==> src/rtl/scroll_controller.sv <==
// Per-layer scroll offset sequencer for a VGA compositor.
// Offsets step once per frame and publish atomically at commit.
module scroll_controller #(
    parameter int NUM_LAYERS = 2,
    parameter int OFFSET_W   = 12,
    parameter int MIN_OFF    = -600,
    parameter int MAX_OFF    = 600,
    localparam int LW = (NUM_LAYERS > 1) ? $clog2(NUM_LAYERS) : 1
) (
    input  logic                           clk,
    input  logic                           rst_n,
    input  logic                           vsync,
    input  logic                           cmd_valid,
    output logic                           cmd_ready,
    input  logic [LW-1:0]                  cmd_layer,
    input  logic [2:0]                     cmd_field,
    input  logic signed [OFFSET_W-1:0]     cmd_data,
    output logic [NUM_LAYERS*OFFSET_W-1:0] hoffset,
    output logic [NUM_LAYERS*OFFSET_W-1:0] voffset,
    output logic                           frame_done,
    output logic [15:0]                    frame_count
);

    typedef enum logic [1:0] {
        IDLE,
        UPDATE,
        COMMIT
    } state_t;

    localparam logic signed [OFFSET_W:0]   MIN_S = (OFFSET_W+1)'(MIN_OFF);
    localparam logic signed [OFFSET_W:0]   MAX_S = (OFFSET_W+1)'(MAX_OFF);
    localparam logic signed [OFFSET_W-1:0] MIN_W = OFFSET_W'(MIN_OFF);
    localparam logic signed [OFFSET_W-1:0] MAX_W = OFFSET_W'(MAX_OFF);

    state_t state;
    state_t state_next;
    logic [LW-1:0] idx;
    logic vsync_q;
    logic tick;
    logic accept;
    logic layer_ok;
    logic last_layer;

    logic signed [OFFSET_W-1:0] vel_h  [NUM_LAYERS];
    logic signed [OFFSET_W-1:0] vel_v  [NUM_LAYERS];
    logic signed [OFFSET_W-1:0] pos_h  [NUM_LAYERS];
    logic signed [OFFSET_W-1:0] pos_v  [NUM_LAYERS];
    logic                       ld_h   [NUM_LAYERS];
    logic                       ld_v   [NUM_LAYERS];
    logic                       en     [NUM_LAYERS];
    logic signed [OFFSET_W-1:0] work_h [NUM_LAYERS];
    logic signed [OFFSET_W-1:0] work_v [NUM_LAYERS];
    logic signed [OFFSET_W-1:0] next_h;
    logic signed [OFFSET_W-1:0] next_v;

    // Loads bypass the wrap; only stepped values are folded back into range.
    function automatic logic signed [OFFSET_W-1:0] step_off(
        input logic signed [OFFSET_W-1:0] off,
        input logic signed [OFFSET_W-1:0] vel,
        input logic signed [OFFSET_W-1:0] pos,
        input logic                       ena,
        input logic                       ld
    );
        logic signed [OFFSET_W:0] sum;
        sum = {off[OFFSET_W-1], off} + {vel[OFFSET_W-1], vel};
        if (ld)         return pos;
        if (!ena)       return off;
        if (sum < MIN_S) return MAX_W;
        if (sum > MAX_S) return MIN_W;
        return sum[OFFSET_W-1:0];
    endfunction

    assign tick       = vsync_q & ~vsync;
    assign cmd_ready  = (state == IDLE);
    assign accept     = cmd_valid & cmd_ready;
    assign layer_ok   = ({1'b0, cmd_layer} < (LW+1)'(NUM_LAYERS));
    assign last_layer = (idx == LW'(NUM_LAYERS - 1));

    // Next-state logic: one UPDATE cycle per layer, then a single COMMIT.
    always_comb begin
        state_next = state;
        unique case (state)
            IDLE:    if (tick) state_next = UPDATE;
            UPDATE:  if (last_layer) state_next = COMMIT;
            COMMIT:  state_next = IDLE;
            default: state_next = IDLE;
        endcase
    end

    // Step results for the layer currently being sequenced.
    always_comb begin
        next_h = step_off(work_h[idx], vel_h[idx], pos_h[idx], en[idx], ld_h[idx]);
        next_v = step_off(work_v[idx], vel_v[idx], pos_v[idx], en[idx], ld_v[idx]);
    end

    // State register, layer index and vsync edge history.
    always_ff @(posedge clk or negedge rst_n) begin
        if (!rst_n) begin
            state   <= IDLE;
            idx     <= '0;
            vsync_q <= 1'b1;
        end else begin
            state   <= state_next;
            vsync_q <= vsync;
            if (state == UPDATE) idx <= idx + 1'b1;
            else                 idx <= '0;
        end
    end

    // Shadow registers take commands in IDLE; working regs step in UPDATE.
    always_ff @(posedge clk or negedge rst_n) begin
        if (!rst_n) begin
            for (int i = 0; i < NUM_LAYERS; i++) begin
                vel_h[i]  <= '0;
                vel_v[i]  <= '0;
                pos_h[i]  <= '0;
                pos_v[i]  <= '0;
                ld_h[i]   <= 1'b0;
                ld_v[i]   <= 1'b0;
                en[i]     <= 1'b0;
                work_h[i] <= '0;
                work_v[i] <= '0;
            end
        end else begin
            if (accept && layer_ok) begin
                case (cmd_field)
                    3'd0: vel_h[cmd_layer] <= cmd_data;
                    3'd1: vel_v[cmd_layer] <= cmd_data;
                    3'd2: begin
                        pos_h[cmd_layer] <= cmd_data;
                        ld_h[cmd_layer]  <= 1'b1;
                    end
                    3'd3: begin
                        pos_v[cmd_layer] <= cmd_data;
                        ld_v[cmd_layer]  <= 1'b1;
                    end
                    3'd4: en[cmd_layer] <= cmd_data[0];
                    default: ;
                endcase
            end
            if (state == UPDATE) begin
                work_h[idx] <= next_h;
                work_v[idx] <= next_v;
                ld_h[idx]   <= 1'b0;
                ld_v[idx]   <= 1'b0;
            end
        end
    end

    // Publish every layer at once when COMMIT ends, with a one-cycle strobe.
    always_ff @(posedge clk or negedge rst_n) begin
        if (!rst_n) begin
            hoffset     <= '0;
            voffset     <= '0;
            frame_count <= '0;
            frame_done  <= 1'b0;
        end else begin
            frame_done <= (state == COMMIT);
            if (state == COMMIT) begin
                for (int i = 0; i < NUM_LAYERS; i++) begin
                    hoffset[i*OFFSET_W +: OFFSET_W] <= work_h[i];
                    voffset[i*OFFSET_W +: OFFSET_W] <= work_v[i];
                end
                frame_count <= frame_count + 16'd1;
            end
        end
    end

endmodule

==> config.mk <==
export PLATFORM = sky130hd
export DESIGN_NAME = scroll_controller
export DESIGN_NICKNAME = d
export VERILOG_FILES = /design/src/rtl/scroll_controller.sv
export SDC_FILE = /design/constraint.sdc
export NUM_CORES = 1
export LEC_CHECK = 0
export CAP_MARGIN = 25
export CORE_MARGIN = 8
export CORE_UTILIZATION = 45
export CTS_BUF_LIST = sky130_fd_sc_hd__clkbuf_4
export DETAILED_ROUTE_END_ITERATION = 6
export SYNTH_ARGS = -nofsm -noshare
export SYNTH_HDL_FRONTEND = slang
export SYNTH_SLANG_ARGS = --single-unit
export TNS_END_PERCENT = 5
==> constraint.sdc <==
create_clock -name clk -period 7.36 [get_ports clk]
set_input_delay 0.736 -clock clk [delete_from_list [all_inputs] [get_ports clk]]
set_output_delay 0.736 -clock clk [all_outputs]
set_load 0.05 [all_outputs]
* Word-level counts from Yosys, hierarchy flattened
Cells that the tools add are included.
Storage, ports and cells: bits in registers 219, output and inout port bits 66, logic and storage cells 152
Operators by class: $add $sub $neg 4, magnitude comparators 8, equality and inequality tests 8, muxes and demuxes 87, bitwise operators 10, reductions and logical operators 10
Operators with widths (number):
- $mux W12 | 36
- $bwmux W24 | 6
- $mux W1 | 31
- $add A12 B12 Y13 | 2
- $gt A13 B11 Y1 const B | 2
- $lt A13 B11 Y1 const B | 2
- $demux W12 S1 | 2
- $add A16 B1 Y16 const B | 1
- $mux W2 | 8
- $reduce_and A2 Y1 | 6
- $eq A3 B2 Y1 const B | 2
- $and A2 B2 Y2 | 2
- $ge A2 B2 Y1 const B | 2
- $lt A2 B1 Y1 const B | 2
- $not A1 Y2 | 2
- $or A2 B2 Y2 | 2
- $pmux W2 S2 | 1
- $eq A3 B1 Y1 const B | 1
- $eq A3 B3 Y1 const B | 1
- $logic_not A3 Y1 | 1
- $and A1 B1 Y1 | 2
- $bwmux W2 | 1
- $demux W1 S1 | 2
- $eq A2 B1 Y1 const B | 1
- 8 further kinds | 9

* Depth between registers and ports, before layout
depth in word-level cells 17, gate-level depth with buffers 17

* Worst setup path after synthesis
No wires, ideal clock.
path kind reg-to-reg, start register idx, end register work_v[21] (netlist bit), setup time 0.126 ns, arrival 4.828 ns, slack 2.406 ns, stages on the path, launching flop included 17, path buffers 4, period minus slack after synthesis 4.954 ns, cells stage by stage dfrtp_1 -> clkbuf_1 -> clkbuf_1 -> buf_1 -> clkbuf_1 -> mux2_2 -> ha_1 -> fa_1 -> a21o_1 -> a221oi_1 -> mux2i_1 -> nand2_1 -> a211o_1 -> a211oi_2 -> a21oi_1 -> o22a_1 -> a221o_1
Between the ends: cells in the longest elaborated chain, start to end 15, elaborated cells between the ends (all ways) 43, classes of those cells add/sub: 1; order compare: 4; mux: 36; bitwise: 1; reduce/logical: 1
Ends and longest elaborated chain:
- start: declaration | line 37 | logic [LW-1:0] idx;
- start signal: assignment | line 105 | if (state == UPDATE) idx <= idx + 1'b1;
- $not A1 Y2 (implied by the code) (*) | line 93, 143
- $mux W12 (implied by the code) (3 in series) | line 93 | next_v = step_off(work_v[idx], vel_v[idx], pos_v[idx], en[idx], ld_v[idx]);
- $add A12 B12 Y13 | line 65 | sum = {off[OFFSET_W-1], off} + {vel[OFFSET_W-1], vel};
- $gt A13 B11 Y1 | line 69 | if (sum > MAX_S) return MIN_W;
- $mux W1 (2 in series) | line 69
- $mux W1 | line 68 | if (sum < MIN_S) return MAX_W;
- $mux W1 | line 67 | if (!ena) return off;
- $mux W12 | line 70 | return sum[OFFSET_W-1:0];
- $mux W12 | line 69
- $mux W12 | line 68
- $mux W12 | line 67
- $bwmux W24 (*) | line 143 | work_v[idx] <= next_v;
- end signal: indexed assignment | line 143
- end: declaration | line 52 | logic signed [OFFSET_W-1:0] work_v [NUM_LAYERS];
Mark *: on every way between the ends. The rest lies on a longest branch, timed or not. The select of a mux whose other input is x is not followed. A chain may end at the register's enable or synchronous reset.

* Worst setup path in the final report
start register idx, end register work_h[2] (netlist bit)
Between the ends: cells in the longest elaborated chain, start to end 15, elaborated cells between the ends (all ways) 43, classes of those cells add/sub: 1; order compare: 4; mux: 36; bitwise: 1; reduce/logical: 1
Ends and longest elaborated chain:
- $not A1 Y2 (implied by the code) (*) | line 92, 142
- $mux W12 (implied by the code) (3 in series) | line 92 | next_h = step_off(work_h[idx], vel_h[idx], pos_h[idx], en[idx], ld_h[idx]);
- $add A12 B12 Y13 | line 65
- $gt A13 B11 Y1 | line 69
- $mux W1 (2 in series) | line 69
- $mux W1 | line 68
- $mux W1 | line 67
- $mux W12 | line 70
- $mux W12 | line 69
- $mux W12 | line 68
- $mux W12 | line 67
- $bwmux W24 (*) | line 142 | work_h[idx] <= next_h;
- end signal: indexed assignment | line 142
- end: declaration | line 51 | logic signed [OFFSET_W-1:0] work_h [NUM_LAYERS];
Marked as above.

==> results <==
- In the synthesized netlist, mux cells make up 15.5% of the area.
- For the pin with the worst max-slew slack, the measured transition is 1.07 ns.
- The number of slew-limit violations in the final report is 0.
- The count of buffers added on input and output ports is between 80 and 90.
- The critical path launch point type is a register.
- The number of enable flip-flop cells after synthesis is 0.
- The average detailed-routed wire length per instance is 19.6 um.
- Once detail routing completed, the nets flagged for antenna violations numbered 0.
- The number of buffers inserted for hold repair after clock tree synthesis is 0.
- STA puts the critical path data arrival time at 5.36 ns.
- The cell-internal power is 3.67 mW.
- The total of max-cap violations is 0.
- The die is 173 um tall.
- From left edge to right edge, the die measures 173 um.
- Based on the critical path, the design can be clocked at up to 0.210 GHz.
- In the routed design, unresolved DRC markers number 0.
- The min-delay analysis places its worst path in the category input port to async pin.
- The cell with the largest stage delay on the worst path is dfrtp_2.
- The fraction of the mapped netlist area in compound gates is 12.5%.
- Setup violations remaining at the end of the flow were counted as 0.
- The cell accounting for the most synthesized area is dfrtp_1.
- The power density of the placed cells is 521 mW/mm^2.
- The number of optimization iterations in the first detailed-route pass is 5.
- Pin placement for this block handled 86 I/O pins.
- After clock tree synthesis, the clock-pin slew on the worst setup and hold paths is 0.07 ns.
- The number of buffer and inverter stages on the critical path is 1.
- The effective utilization at floorplan is 45.6%.
- Summing the areas of all fa, ha and maj instances in the mapped netlist gives around 3.2% of the synthesized area.
- The number of antenna violations at the first check in global routing is 1.
- In this run, CTS created clock tree buffers numbering 56.
- At the end of routability-driven placement, the weighted congestion stood at 0.871.
- The worst-case IR drop observed on VDD is 0.000211 V.
- The total met3 wirelength after detailed routing is roughly 1.9 mm.
- The commonest cells after synthesis are 218 x dfrtp_1, 189 x nand2_1, 148 x mux2_2, 55 x o21ai_0, 50 x a21oi_1.
- The clock latency at the later pin of the worst-skew pair is just under 0.7 ns.
- Yosys instantiated no cell more often than dfrtp_1.
- The buffer cell driving the clock tree root is clkbuf_4.
- CTS saw 219 sinks.
- Global routing finished with a remaining overflow of 0.
- Of the total synthesized cell area, the portion taken by AND, OR, NAND and NOR gates is 14.2%.
- In the finished design, the share of the clock period the worst path needs comes to between 60 and 70%.
- Setup repair after global routing left no endpoint under its margin.
- The clock share of power is 15.2%.
- The total area inside the core boundary comes to 0.0242 sq mm.
- The largest fanout on the critical path is 24.
- The signal on the critical path passes through buf_4 > mux2_2 > fa_1 > a211o_2 > a311o_1 > a211oi_2 > and3b_1 > o21ai_0 > a211o_1 > mux2_4 > or2_1 > a41oi_1.
- Adding up every negative setup slack in the final design gives 0 ns.
- The most used flip-flop cell after synthesis is dfrtp_1.
- The proportion of synthesized chip area in sequential cells is 49.7%.
- The area added between synthesis and finish is 16.5%.
- The cell family with the largest share of critical-path delay is compound AO/OA/AOI/OAI gates.
- The number of cell rows is 57.
- Wires add up to 29.4 mm.
- The number of nets in the synthesized netlist is ~1100.
- STA classifies the critical path endpoint as a register.
- The clock period minus worst slack is 4.77 ns.
- Combinational cells account for between 50% and 60% of the total power.
- The cell area after synthesis is 0.0110 sq mm.
- The post-CTS setup repair buffer count is 0.
- The final core utilization is between 50% and 60%.
- For this design the static power due to leakage is a little under 6 nW.
- The fraction of synthesized cell area taken by the top area cell type is 49.5%.
- The final hold violation count is 0.
- The portion of total power attributed to sequential cells is a little under a third.
- Global routing used 19.8% of the available tracks.
- The share of the synthesized netlist area taken by xor and xnor gates is 2.15%.
- The worst clock skew on the final layout is 0.0284 ns.
- The dominant combinational cell family by area after synthesis is multiplexers.
- For this run, asynchronously set or reset flops after synthesis account for 100%.
- With fillers left out, the area of the finished cells amounts to 0.0128 sq mm.
- The floorplan die area is slightly below 0.03 sq mm.
- The top routing layer in use is met4.
- The longest individual stage delay on the worst path is slightly above 0.8 ns.
- The first global-routing pass estimated between 40 and 50 mm of wire.
- Summing all placed instances gives a cell area of 0.0121 sq mm.
- Headroom to the max-slew limit came out at 28.5%.
- The flow ran to the end, and the final reports show no timing, DRC or antenna violations.
- Yosys attributes the largest share of cell area to dfrtp_1 49%, mux2_2 15%, nand2_1 6.4%, ha_1 2.8%, o21ai_0 2.5%.
- The clock tree synthesis step divided the H-tree into 2 levels.
- The minimum setup slack after placement is 2.69 ns.
- Summed over all nets, wire length on met2 after detailed routing comes to 12.4 mm.
- The critical path data required time is 7.95 ns.
- The Yosys step of the flow raised 0 warnings.
- The number of global-route vias before repair was 8476.
- The synthesized area per cell is 10.7 sq um.
- The detailed router's first-iteration violation count is 678.
- Synthesis produced 1033 cells.
- In the routed layout, each cell is associated on average with a via count of 5.63.
- The placed wire-length estimate is 20.1 mm.
- In this run switching power makes up 45.2% of total power.
- The reported net switching power is 3.03 mW.
- The layout cell share with drive strength beyond 1 is 23.3%.
- The buffer levels on the longest clock path is 3.
- The quantity of gates resized following cts is 0.
- The TritonCTS clock tree is built.
- The routed layout has around 8400 vias.
- After synthesis the netlist holds a flip-flop and latch count of between 200 and 250.
- The number of unique standard cell types used by synthesis is 78.
- Entering global routing, the biggest net connects 101 pins.
- The setup slack of the critical path after layout is 2.59 ns.
- By startpoint and endpoint, the worst setup path is classified as register to register.
- The detailed router put a total of between 10 and 15 mm of wire on met1.
- After the last flow step, the layout net total stands at 1186.
[metal layers]
layer  global-route usage, %  vias up
li1                        -     3953
met1                    29.5     4163
met2                    28.0      288
met3                    4.42       39
met4                    5.69        0
met5                       0        -
[power by group through the flow]
stage,combinational [mW],clock (mW),sequential (mW)
floorplan,2.32,0,2.34
finish,3.62,1.02,2.06
global placement,3.54,0,2.06
detailed placement,3.58,0,2.07
global route,3.97,1.11,2.13
CTS,3.60,1.04,2.05
[flip-flops by register name, indices dropped and copies added, names as in the netlist]
signal and count:
ld_h 2, frame_done 1, ld_v 2, work_v 24, en 2, vel_h 24
work_h 24, state 2, pos_v 24, vsync_q 1, frame_count 16, voffset 24
hoffset 24, idx 1, pos_h 24, vel_v 24
[cell usage in the layout, fill, tap and decap left out, types with 4 or more instances in the layout]
cell,instances
a31oi_1,11
clkbuf_4,86
nor2_1,38
a22o_1,4
nand3_1,13
a21oi_1,50
o21a_1,8
xor2_1,8
or3_1,14
inv_1,13
and3_1,29
a21o_1,6
xnor2_1,19
o211ai_1,8
mux2_2,148
and2_1,8
buf_4,9
a211o_1,6
o31ai_1,5
clkinv_1,5
a211oi_1,9
nor3_1,13
a221o_1,5
o21ai_0,55
ha_1,25
clkdlybuf4s50_1,84
nand2_1,189
dfrtp_1,217
nand2b_1,5
[cells by family (layout without fill, tap and decap cells)]
logic type | Yosys count | after routing
AND/OR/NAND/NOR | 341 | 341
flip-flops | 219 | 219
AO/OA/AOI/OAI | 206 | 206
multiplexers | 152 | 152
buffers and inverters | 61 | 203
adder cells (fa/ha/maj) | 27 | 27
XOR/XNOR | 27 | 27
other | 0 | 1
[through the flow]
| step | hold WS, ns | instances | power, mW |
|---|---|---|---|
| after floorplan | 0.440 | 1033 | 4.66 |
| after global placement | 0.458 | 1404 | 5.60 |
| after detailed placement | 0.462 | 1404 | 5.65 |
| after CTS | 0.0756 | 1498 | 6.69 |
| after global routing | 0.111 | 1500 | 7.20 |
| final | 0.0805 | 1500 | 6.69 |
[path summary, 6_finish.rpt]
kind,to,from,slack (ns),depth (start not counted)
max,work_h[2],idx,2.59,12
max reg2reg,work_h[2],idx,2.59,12
max in group asynchronous,pos_h[6],rst_n,5.97,2
min reg2reg,hoffset[16],hoffset[16],0.47,2
min in group clk,hoffset[16],hoffset[16],0.47,2
min,frame_count[15],rst_n,0.08,1
[layout make-up]
cell class,count,area (sq um)
fill,2159,11300
sequential,219,5480
multi-input combinational,753,5260
timing repair buffer,95,951
clock buffer,86,646
tap,324,405
inverter,14,52.6
clock inverter,8,40.0
antenna,1,2.50
Note: power is estimated with default switching activity, not from simulation.
